===== config.mk =====
export PLATFORM = sky130hd
export DESIGN_NAME = stream_mux
export DESIGN_NICKNAME = d
export VERILOG_FILES = /design/src/rtl/mux_pkg.sv /design/src/rtl/rr_arbiter.sv /design/src/rtl/stream_mux.sv
export SDC_FILE = /design/constraint.sdc
export NUM_CORES = 1
export LEC_CHECK = 0
export ABC_AREA = 1
export CORE_MARGIN = 8
export CORE_UTILIZATION = 42
export CTS_CLUSTER_DIAMETER = 50
export CTS_CLUSTER_SIZE = 25
export DETAILED_ROUTE_END_ITERATION = 12
export PLACE_DENSITY = 0.88
export SYNTH_ARGS = -nofsm -noshare
export SYNTH_HDL_FRONTEND = slang
export SYNTH_HIERARCHICAL = 1
export SYNTH_SLANG_ARGS = --single-unit
export TNS_END_PERCENT = 1

===== constraint.sdc =====
create_clock -name clk_i -period 3.1 [get_ports clk_i]
set_clock_uncertainty 0.15 [all_clocks]
set_input_delay 0.775 -clock clk_i [delete_from_list [all_inputs] [get_ports clk_i]]
set_output_delay 0.775 -clock clk_i [all_outputs]
set_load 0.005 [all_outputs]

===== src/rtl/mux_pkg.sv =====
// Shared constants for the stream multiplexer family.
package mux_pkg;

   localparam int MODE_SEL = 0;
   localparam int MODE_RR  = 1;

   // Fallback for flows whose tools lack $clog2.
   function automatic int clog2(input int value);
      int res;
      res = 0;
      while ((1 << res) < value) res++;
      return res;
   endfunction

endpackage


===== src/rtl/rr_arbiter.sv =====
// Round-robin arbiter: grants the first requester strictly after ptr, wrapping at NUM_CH-1.
module rr_arbiter #(
   parameter  int NUM_CH = 4,
   localparam int SEL_W  = $clog2(NUM_CH)
) (
   input  logic [NUM_CH-1:0] req,
   input  logic [SEL_W-1:0]  ptr,
   output logic [NUM_CH-1:0] grant,
   output logic [SEL_W-1:0]  grant_idx,
   output logic              grant_vld
);

   always_comb begin
      int idx;
      grant_idx = '0;
      grant_vld = 1'b0;
      // Walk from the farthest candidate back to ptr+1 so the nearest requester wins.
      for (int i = NUM_CH; i >= 1; i--) begin
         idx = (int'(ptr) + i) % NUM_CH;
         if (req[idx]) begin
            grant_vld = 1'b1;
            grant_idx = SEL_W'(idx);
         end
      end
   end

   always_comb begin
      grant = '0;
      if (grant_vld) grant[grant_idx] = 1'b1;
   end

endmodule


===== src/rtl/stream_mux.sv =====
// Registered NUM_CH-to-1 valid/ready multiplexer; source picked by select_i or round-robin.
module stream_mux
   import mux_pkg::*;
#(
   parameter  int DATA_W   = 32,
   parameter  int NUM_CH   = 4,
   parameter  int ARB_MODE = MODE_SEL,
   localparam int SEL_W    = $clog2(NUM_CH)
) (
   input  logic                     clk_i,
   input  logic                     rst_i,
   input  logic [NUM_CH-1:0]        valid_i,
   input  logic [NUM_CH*DATA_W-1:0] data_i,
   output logic [NUM_CH-1:0]        ready_o,
   input  logic [SEL_W-1:0]         select_i,
   output logic                     valid_o,
   output logic [DATA_W-1:0]        data_o,
   output logic [SEL_W-1:0]         ch_o,
   input  logic                     ready_i
);

   logic [NUM_CH-1:0] grant_oh;
   logic [SEL_W-1:0]  grant_idx;
   logic              grant_vld;
   logic              load;
   logic              xfer;

   assign load = !valid_o || ready_i;

   generate
      if (ARB_MODE == MODE_RR) begin : g_rr
         logic [SEL_W-1:0] ptr;
         logic             unused_select;

         assign unused_select = ^select_i;

         rr_arbiter #(.NUM_CH(NUM_CH)) u_arb (
            .req       (valid_i),
            .ptr       (ptr),
            .grant     (grant_oh),
            .grant_idx (grant_idx),
            .grant_vld (grant_vld)
         );

         // Reset value NUM_CH-1 gives channel 0 top priority on the first grant.
         always_ff @(posedge clk_i) begin
            if (rst_i)     ptr <= SEL_W'(NUM_CH - 1);
            else if (xfer) ptr <= grant_idx;
         end
      end else begin : g_sel
         always_comb begin
            grant_oh  = '0;
            grant_idx = '0;
            grant_vld = 1'b0;
            // Out-of-range selects match no channel and therefore never grant.
            for (int k = 0; k < NUM_CH; k++) begin
               if (int'(select_i) == k && valid_i[k]) begin
                  grant_oh[k] = 1'b1;
                  grant_idx   = SEL_W'(k);
                  grant_vld   = 1'b1;
               end
            end
         end
      end
   endgenerate

   // Held low during reset so no producer believes a word was taken.
   assign ready_o = (load && grant_vld && !rst_i) ? grant_oh : '0;
   assign xfer    = |ready_o;

   always_ff @(posedge clk_i) begin
      if (rst_i) begin
         valid_o <= 1'b0;
         data_o  <= '0;
         ch_o    <= '0;
      end else if (load) begin
         if (grant_vld) begin
            valid_o <= 1'b1;
            data_o  <= data_i[grant_idx*DATA_W +: DATA_W];
            ch_o    <= grant_idx;
         end else begin
            valid_o <= 1'b0;
         end
      end
   end

endmodule


After elaboration in Yosys (flattened, before gate mapping):

Cells that the tools add are included.

* equal/unequal tests: 3
* shift-type cells: 1
* mux-type cells: 12
* reductions and logical operators: 11

Operator list (number)
* variable part select 128 x 8 -> 32 bit: 1
* two-way mux 1 bit: 9
* logical AND 1 bit: 6
* equality test 2 bit, second input constant: 2
* two-way mux 2 bit: 2
* two-way mux 4 bit: 1
* equality test 2 x 1 -> 1 bit, second input constant: 1
* zero test 1 bit: 2
* zero test 2 bit: 1
* AND reduction 2 bit: 1
* logical OR 1 bit: 1

* register bits after elaboration: 35
* bits of input ports: 137
* output and inout port bits: 39
* logic and storage cells: 30

Logic depth before layout (Yosys ltp):

Gate-level depths: netlist of the first run.

* word-level depth: 9
* mapped depth: 10
* mapped depth without buffers: 8

Worst setup path before layout of the first run:

OpenSTA, ideal clock, no wires.

* kind: in2out
* start: input port select_i[1]
* end: output port ready_o[0]
* data arrival time: 1.628 ns
* data required time: 2.175 ns
* path slack: 0.547 ns
* stages: 8
* path buffers: 1
* cells stage by stage: inv_1 nand3_2 nand2_1 o21ai_1 buf_4 nor2_1 inv_1 nor2_1

* cells in the longest elaborated chain, start to end: 9
* elaborated cells between the ends (all ways): 15
* classes of those cells: eq/ne (3); mux (5); reduce/logical (7)

RTL lines
* from (decl): line stream_mux.sv:15 `input logic [SEL_W-1:0] select_i,`
* zero test 2 bit: line stream_mux.sv:57 `if (int'(select_i) == k && valid_i[k]) begin`
* logical AND 1 bit: line stream_mux.sv:57
* two-way mux 1 bit (4 in a row): line stream_mux.sv:57
* logical AND 1 bit (2 in a row): line stream_mux.sv:68 `assign ready_o = (load && grant_vld && !rst_i) ? grant_oh : '0;`
* two-way mux 4 bit *: line stream_mux.sv:68
* to (decl): line stream_mux.sv:14 `output logic [NUM_CH-1:0] ready_o,`

Every way passes the cells marked *; elsewhere a longest branch is shown, timed or not.

Worst setup path in the final report of the first run:

* start: input port valid_i[0]
* end: output port ready_o[3]

* cells in the longest elaborated chain, start to end: 8

RTL lines
* from (decl): line stream_mux.sv:12 `input logic [NUM_CH-1:0] valid_i,`
* logical AND 1 bit: line stream_mux.sv:57
* two-way mux 1 bit (4 in a row): line stream_mux.sv:57
* logical AND 1 bit (2 in a row): line stream_mux.sv:68
* two-way mux 4 bit: line stream_mux.sv:68

Every way passes these cells.

==> reports/results.ini, run 1 <==
[floorplanning]
dieHeight_um=101
design.die.area_um2=10200
fp.dieW_um=101
io-pin-count=176
core.rowCount=31
area_of_the_core_region_um2=7100
floorplan.initialDensity_pct=42.6

[setup_path]
cp-end-kind=output pin
timing.critical_path.cells=clkdlybuf4s50_1, nand3_2, nand2_2, o21ai_4, nor2_4, nand2_1, inv_1, clkdlybuf4s50_1
maximum_cell_stage_delay_along_the_critical_path_ps=490
worst_ep_arrival_time_ps=2260
timing.critical_path.from_type=input port
crit_path_top_delay_cell=sky130_fd_sc_hd__clkdlybuf4s50_1
critPathMostFrequentCell=sky130_fd_sc_hd__clkdlybuf4s50_1
critPathKind=in -> out
req_time_crit_path_ps=2170
critical_path_fanouts_max=3

[routing]
via_per_inst=4.48
totalWireLength_mm=10.9
via_total_after_detailed_routing=3934
post_dr_wirelength_cell_um=12.4
drtPass1Iterations=4
drt-initial-drc-count=115
drcViolationCount=0
detail-route-antenna-nets=0

[global_route]
via_count_of_the_first_global_routing_pass=3835
gr-total-overflow=0
grt_first_pass_wirelength_mm=17.3
initial_antenna_violation_count=0
grt_max_degree=67
track_usage_pct=20.9

[logic_synthesis]
synth_compound_gate_area_share_pct=0.496
synth-warning-count=6
synth_xor_area_share_pct=0
synth_top_family_by_area=simple AND/OR/NAND/NOR gates
simple_gate_portion_of_the_synthesized_area_pct=53.6
postSynthAreaPerCell_um2=4.90
yosys-mux-area-fraction_pct=0
synth_adder_area_share_pct=0
synth_seq_area_share_pct=23.2
synth_unique_cells=12
synth_area_um2=3030
netlist_instances=617
synth.net_count=754
postSynthRegisterBits=35

[clocking]
clk_latency_ps=280
clock_tree.root_cell=sky130_fd_sc_hd__clkbuf_8
cts_max_path_buffers=2
clkSinkCount=35
clk_pin_slew_ps=70
ctsHtreeMaxLevel=2
tritoncts.num_buffers=5
cts_tree=built

[sta]
report.final.hold_viol_count=0
period_share_pct=103
rsz0062_at_grt=true
max-slew-margin-rel_pct=55.4
max_freq_mhz=314
transition_time_of_the_tightest_slew_check_pin_ps=668
worst_slack_ps=-88.8
slew_viol_final=0
setup_viol=1
timing.final.crit_period_ps=3190

[placed_design]
place.port_buffers=175
post-dp-hpwl_mm=8.14
post-place-cells=870
placed_area_um2=4840
gp_routability_congestion=0.827

[finish]
instances_no_fill=879
design_area_um2=4960
diodes=0
fillers=654
nets=916
drive_above_1_share_pct=3.85
syn2layout_area_growth_pct=63.9

[power_and_ir_drop]
pwr-share-seq_pct=34.8
vdd_ir_drop_max_v=0.000167
switching_share_pct=32.7
comb_power_share_pct=43.3
power.density_nw_per_um2=305
cellInternalPower_uw=1020
clock_power_share_pct=22.0
leakagePower_uw=0.00270
net-switching-power_uw=495

[run]
max_cap_viol=0

[worst_hold_path]
min-delay-path-class=reg -> reg

[status]
outcome=complete, but fails checks
failed_checks=negative setup slack

[synthesized netlist by cell type]
library cell	instances	area, µm²
sky130_fd_sc_hd__buf_1	1	3.75
sky130_fd_sc_hd__dfxtp_1	35	701
sky130_fd_sc_hd__buf_2	15	75.1
sky130_fd_sc_hd__nand2_1	202	758
sky130_fd_sc_hd__buf_4	6	45.0
sky130_fd_sc_hd__nand3_2	2	20.0
sky130_fd_sc_hd__a21oi_1	2	10.0
sky130_fd_sc_hd__inv_1	139	522
sky130_fd_sc_hd__nand3_1	66	330
sky130_fd_sc_hd__nor2_1	137	514
sky130_fd_sc_hd__clkbuf_1	11	41.3
sky130_fd_sc_hd__o21ai_1	1	5.00
[metrics by stage]
step / hold slack, ps / setup slack (ps) / setup TNS [ps] / utilization (%) / total power [µW]
after floorplan: 300 / 547 / 0 / - / 851
after global placement: 306 / -259 / -932 / 68.3 / 1170
after detailed placement: 323 / -368 / -2440 / 68.3 / 1190
after CTS: 334 / -164 / -283 / 69.5 / 1530
after global routing: 361 / -143 / -143 / 69.8 / 1630
final: 337 / -88.8 / -88.8 / 69.8 / 1510
[worst max-delay path: cells and delay by family]
family          cells  cell delay, ps
simple gates        4             390
compound gates      1              70
buf+inv             3            1020
[power by group through the flow]
stage	Clock, µW	Combinational (µW)	Sequential, µW
global placement	0	638	534
finish	332	655	527
detailed placement	0	654	538
CTS	343	656	527
floorplan	0	310	541
global route	359	734	532
[cells in the final DEF, fill, tap and decap left out]
| master | netlist | final |
|---|---|---|
| sky130_fd_sc_hd__clkbuf_1 | 11 | 1 |
| sky130_fd_sc_hd__nor2_1 | 137 | 135 |
| sky130_fd_sc_hd__inv_1 | 139 | 139 |
| sky130_fd_sc_hd__nor2_2 | 0 | 1 |
| sky130_fd_sc_hd__a21oi_1 | 2 | 2 |
| sky130_fd_sc_hd__dlygate4sd2_1 | 0 | 4 |
| sky130_fd_sc_hd__nand2_1 | 202 | 199 |
| sky130_fd_sc_hd__nor2_4 | 0 | 1 |
| sky130_fd_sc_hd__nand3_2 | 2 | 4 |
| sky130_fd_sc_hd__nand3_1 | 66 | 64 |
| sky130_fd_sc_hd__dfxtp_1 | 35 | 35 |
| sky130_fd_sc_hd__nand2_2 | 0 | 3 |
| sky130_fd_sc_hd__clkinvlp_4 | 0 | 1 |
| sky130_fd_sc_hd__dlymetal6s2s_1 | 0 | 2 |
| sky130_fd_sc_hd__buf_4 | 6 | 13 |
| sky130_fd_sc_hd__clkinv_2 | 0 | 1 |
| sky130_fd_sc_hd__clkbuf_8 | 0 | 5 |
| sky130_fd_sc_hd__clkdlybuf4s50_1 | 0 | 169 |
| sky130_fd_sc_hd__o21ai_4 | 0 | 1 |
[registers in the layout (all words and copies together), names as in the netlist]
signal   flops
data_o      32
ch_o         2
valid_o      1
[logic make-up after synthesis]
| logic type | after synthesis |
|---|---|
| DFF | 35 |
| and+or+nand+nor | 407 |
| buffers and inverters | 172 |
| AOI/OAI and AO/OA | 3 |
[metal layers]
layer | up-vias | routed length (µm) | GRT usage, %
met5 | - | 0 | 0
met2 | 129 | 5500 | 38.7
met1 | 1708 | 4350 | 21.7
met3 | 22 | 751 | 5.73
li1 | 2075 | - | -
met4 | 0 | 319 | 8.14
[repair_timing]
item                                    4_1_cts  5_1_grt
pin swaps                                     0        2
gates cloned                                  0        0
endpoints found under the setup margin        4        2
endpoints found under the hold margin         0        0
buffers inserted                              0        1
resized for setup                             6        5
hold buffers                                  0        0
[worst paths after layout]
check / from / to / slack (ps) / cells past startpoint
max: valid_i[0] / ready_o[3] / -90 / 8
min reg2reg: ch_o[0]$_SDFFE_PP0P_ / ch_o[0]$_SDFFE_PP0P_ / 340 / 2
max reg2reg: valid_o$_SDFFE_PP0P_ / data_o[28]$_SDFFE_PP0P_ / 1320 / 8
min: ch_o[0]$_SDFFE_PP0P_ / ch_o[0]$_SDFFE_PP0P_ / 340 / 2
[cell type report]
| cell class | count | area, µm² | share of cell area [%] |
|---|---|---|---|
| Clock inverter | 2 | 12.5 | 0.252 |
| Inverter | 139 | 522 | 10.5 |
| Multi-Input combinational cell | 410 | 1680 | 33.8 |
| Clock buffer | 6 | 72.6 | 1.46 |
| Sequential cell | 35 | 701 | 14.1 |
| Timing Repair Buffer | 188 | 1850 | 37.3 |
| Tap cell | 99 | 124 | 2.50 |
Power figures use the tool's default switching activity.
==> inputs of run 2 (changes only) <==
Settings changed: CTS_BUF_LIST set to sky130_fd_sc_hd__clkbuf_16.
==> reports/results.ini, run 2 (synthesis results as in run 1) <==
[status]
outcome=complete, but fails checks
failed_checks=negative setup slack

[clocking]
clkSinkCount=35  ; unchanged
cts_hold_buf=0  ; unchanged
clk_latency_ps=280  ; about the same
clk_pin_slew_ps=60  ; about the same
cts_tree=built
tritoncts.num_buffers=5  ; unchanged
ctsHtreeMaxLevel=2  ; unchanged
clock_tree.root_cell=sky130_fd_sc_hd__clkbuf_16
cts_max_path_buffers=2  ; unchanged

[finish]
largest_register_ffs=32  ; unchanged
largest_reg_by_ff_count=data_o
syn2layout_area_growth_pct=65.7
drive_above_1_share_pct=3.85  ; unchanged
commonest_non_fill_non_tap_cell_in_the_layout=sky130_fd_sc_hd__nand2_1
design_area_um2=5010  ; +1.1%
diodes=0  ; unchanged
nets=916  ; unchanged
biggestRegsByFlops=data_o (32), ch_o (2), valid_o (1)
final_cell_mix=199 x sky130_fd_sc_hd__nand2_1, 169 x sky130_fd_sc_hd__clkdlybuf4s50_1, 140 x sky130_fd_sc_hd__inv_1
instances_no_fill=879  ; unchanged

[setup_path]
timing.critical_path.from_type=input port
critPathKind=in -> out
req_time_crit_path_ps=2170  ; about the same
worst_ep_arrival_time_ps=2260  ; about the same
critical_path_fanouts_max=3  ; unchanged
cp-end-kind=output pin

[placed_design]
placed_area_um2=4840  ; unchanged
place.port_buffers=175  ; unchanged
place_ws_ps=-368  ; unchanged
post-dp-hpwl_mm=8.14  ; unchanged
post-place-cells=870  ; unchanged
gp_routability_congestion=0.827  ; unchanged

[routing]
via_per_inst=4.51  ; +0.74%
totalWireLength_mm=11.0  ; +0.64%
post_dr_wirelength_cell_um=12.5  ; +0.64%
drtPass1Iterations=4  ; unchanged
detail-route-antenna-nets=0  ; unchanged
drt-initial-drc-count=137  ; +19%
drcViolationCount=0  ; unchanged
via_total_after_detailed_routing=3963  ; +0.74%

[sta]
rsz0062_at_grt=true
timing.final.crit_period_ps=3190  ; +0.226 ps
period_share_pct=103  ; about the same
worst_slack_ps=-89.1  ; -0.226 ps
report.final.hold_viol_count=0  ; unchanged
setup_viol=1  ; unchanged
finalHoldWorstSlack_ps=333  ; -4.21 ps
transition_time_of_the_tightest_slew_check_pin_ps=667  ; -1.64 ps
max-slew-margin-rel_pct=55.5  ; +0.11 points
max_freq_mhz=314  ; about the same
slew_viol_final=0  ; unchanged

[worst_hold_path]
min-delay-path-class=reg -> reg

[global_route]
via_count_of_the_first_global_routing_pass=3864  ; +0.76%
grt_first_pass_wirelength_mm=17.4  ; +0.60%
gr-total-overflow=0  ; unchanged
grt_max_degree=67  ; unchanged
track_usage_pct=21.2  ; +0.25 points
initial_antenna_violation_count=0  ; unchanged

[floorplanning]
io-pin-count=176  ; unchanged
core.rowCount=31  ; unchanged
design.die.area_um2=10200  ; unchanged
fp.dieW_um=101  ; unchanged
floorplan.initialDensity_pct=42.6  ; unchanged
dieHeight_um=101  ; unchanged
area_of_the_core_region_um2=7100  ; unchanged

[power_and_ir_drop]
finalPower_uw=1670  ; +10%
power.density_nw_per_um2=333  ; +9.2%
vdd_ir_drop_max_v=0.000199  ; +19%
leakagePower_uw=0.00273  ; +1.1%

[run]
max_cap_viol=0  ; unchanged

run 2: cell types whose count changed in the layout (fill, tap and decap cells not counted):
cell / before / now
sky130_fd_sc_hd__clkbuf_1: 1 / 0
sky130_fd_sc_hd__clkbuf_16: 0 / 5
sky130_fd_sc_hd__clkbuf_8: 5 / 0
sky130_fd_sc_hd__inv_1: 139 / 140
run 2: metrics by stage:
step | util [%] | setup TNS (ps)
6_report | 70.6 | -89.1
2_1_floorplan | - | 0
5_1_grt | 70.6 | -143
3_3_place_gp | 68.3 | -932
3_5_place_dp | 68.3 | -2440
4_1_cts | 70.2 | -283
run 2: layer usage:
metal	up-vias	share of wire, %	track usage [%]
met4	0	3.3	9.42
met1	1715	39	21.7
met2	146	50	38.7
met3	26	7.0	6.08
met5	-	0	0
li1	2076	-	-
run 2: final timing paths:
path                        start                      to  slack, ps  cells past startpoint
max                    valid_i[0]              ready_o[3]        -90                      8
min          ch_o[0]$_SDFFE_PP0P_    ch_o[0]$_SDFFE_PP0P_        330                      2
max reg2reg  valid_o$_SDFFE_PP0P_  data_o[5]$_SDFFE_PP0P_       1280                      8
min reg2reg  ch_o[0]$_SDFFE_PP0P_    ch_o[0]$_SDFFE_PP0P_        330                      2
run 2: layout make-up:
type	count	area [µm²]
fillers	639	2080
repair buffers	188	1850
multi-input cells	410	1680
flip-flops and latches	35	701
inverters	139	522
clock buffers	5	125
well taps	99	124
clock inverters	3	16.3
run 2: power by group:
part           total, µW  internal [µW]  switching, µW
combinational        656            360            296
clock                488            293            195
sequential           528            502           25.4
run 2: timing repair:
item                       CTS  global route
buffers inserted             0             1
setup endpoints to repair    4             2
gates cloned                 0             0
resized for setup            6             5
pin swaps                    0             2
run 2: worst max-delay path: stages:
cell,delay [ps]
sky130_fd_sc_hd__clkdlybuf4s50_1,480
sky130_fd_sc_hd__nand3_2,110
sky130_fd_sc_hd__nand2_2,120
sky130_fd_sc_hd__o21ai_4,70
sky130_fd_sc_hd__nor2_4,100
sky130_fd_sc_hd__nand2_1,70
sky130_fd_sc_hd__inv_1,50
sky130_fd_sc_hd__clkdlybuf4s50_1,490
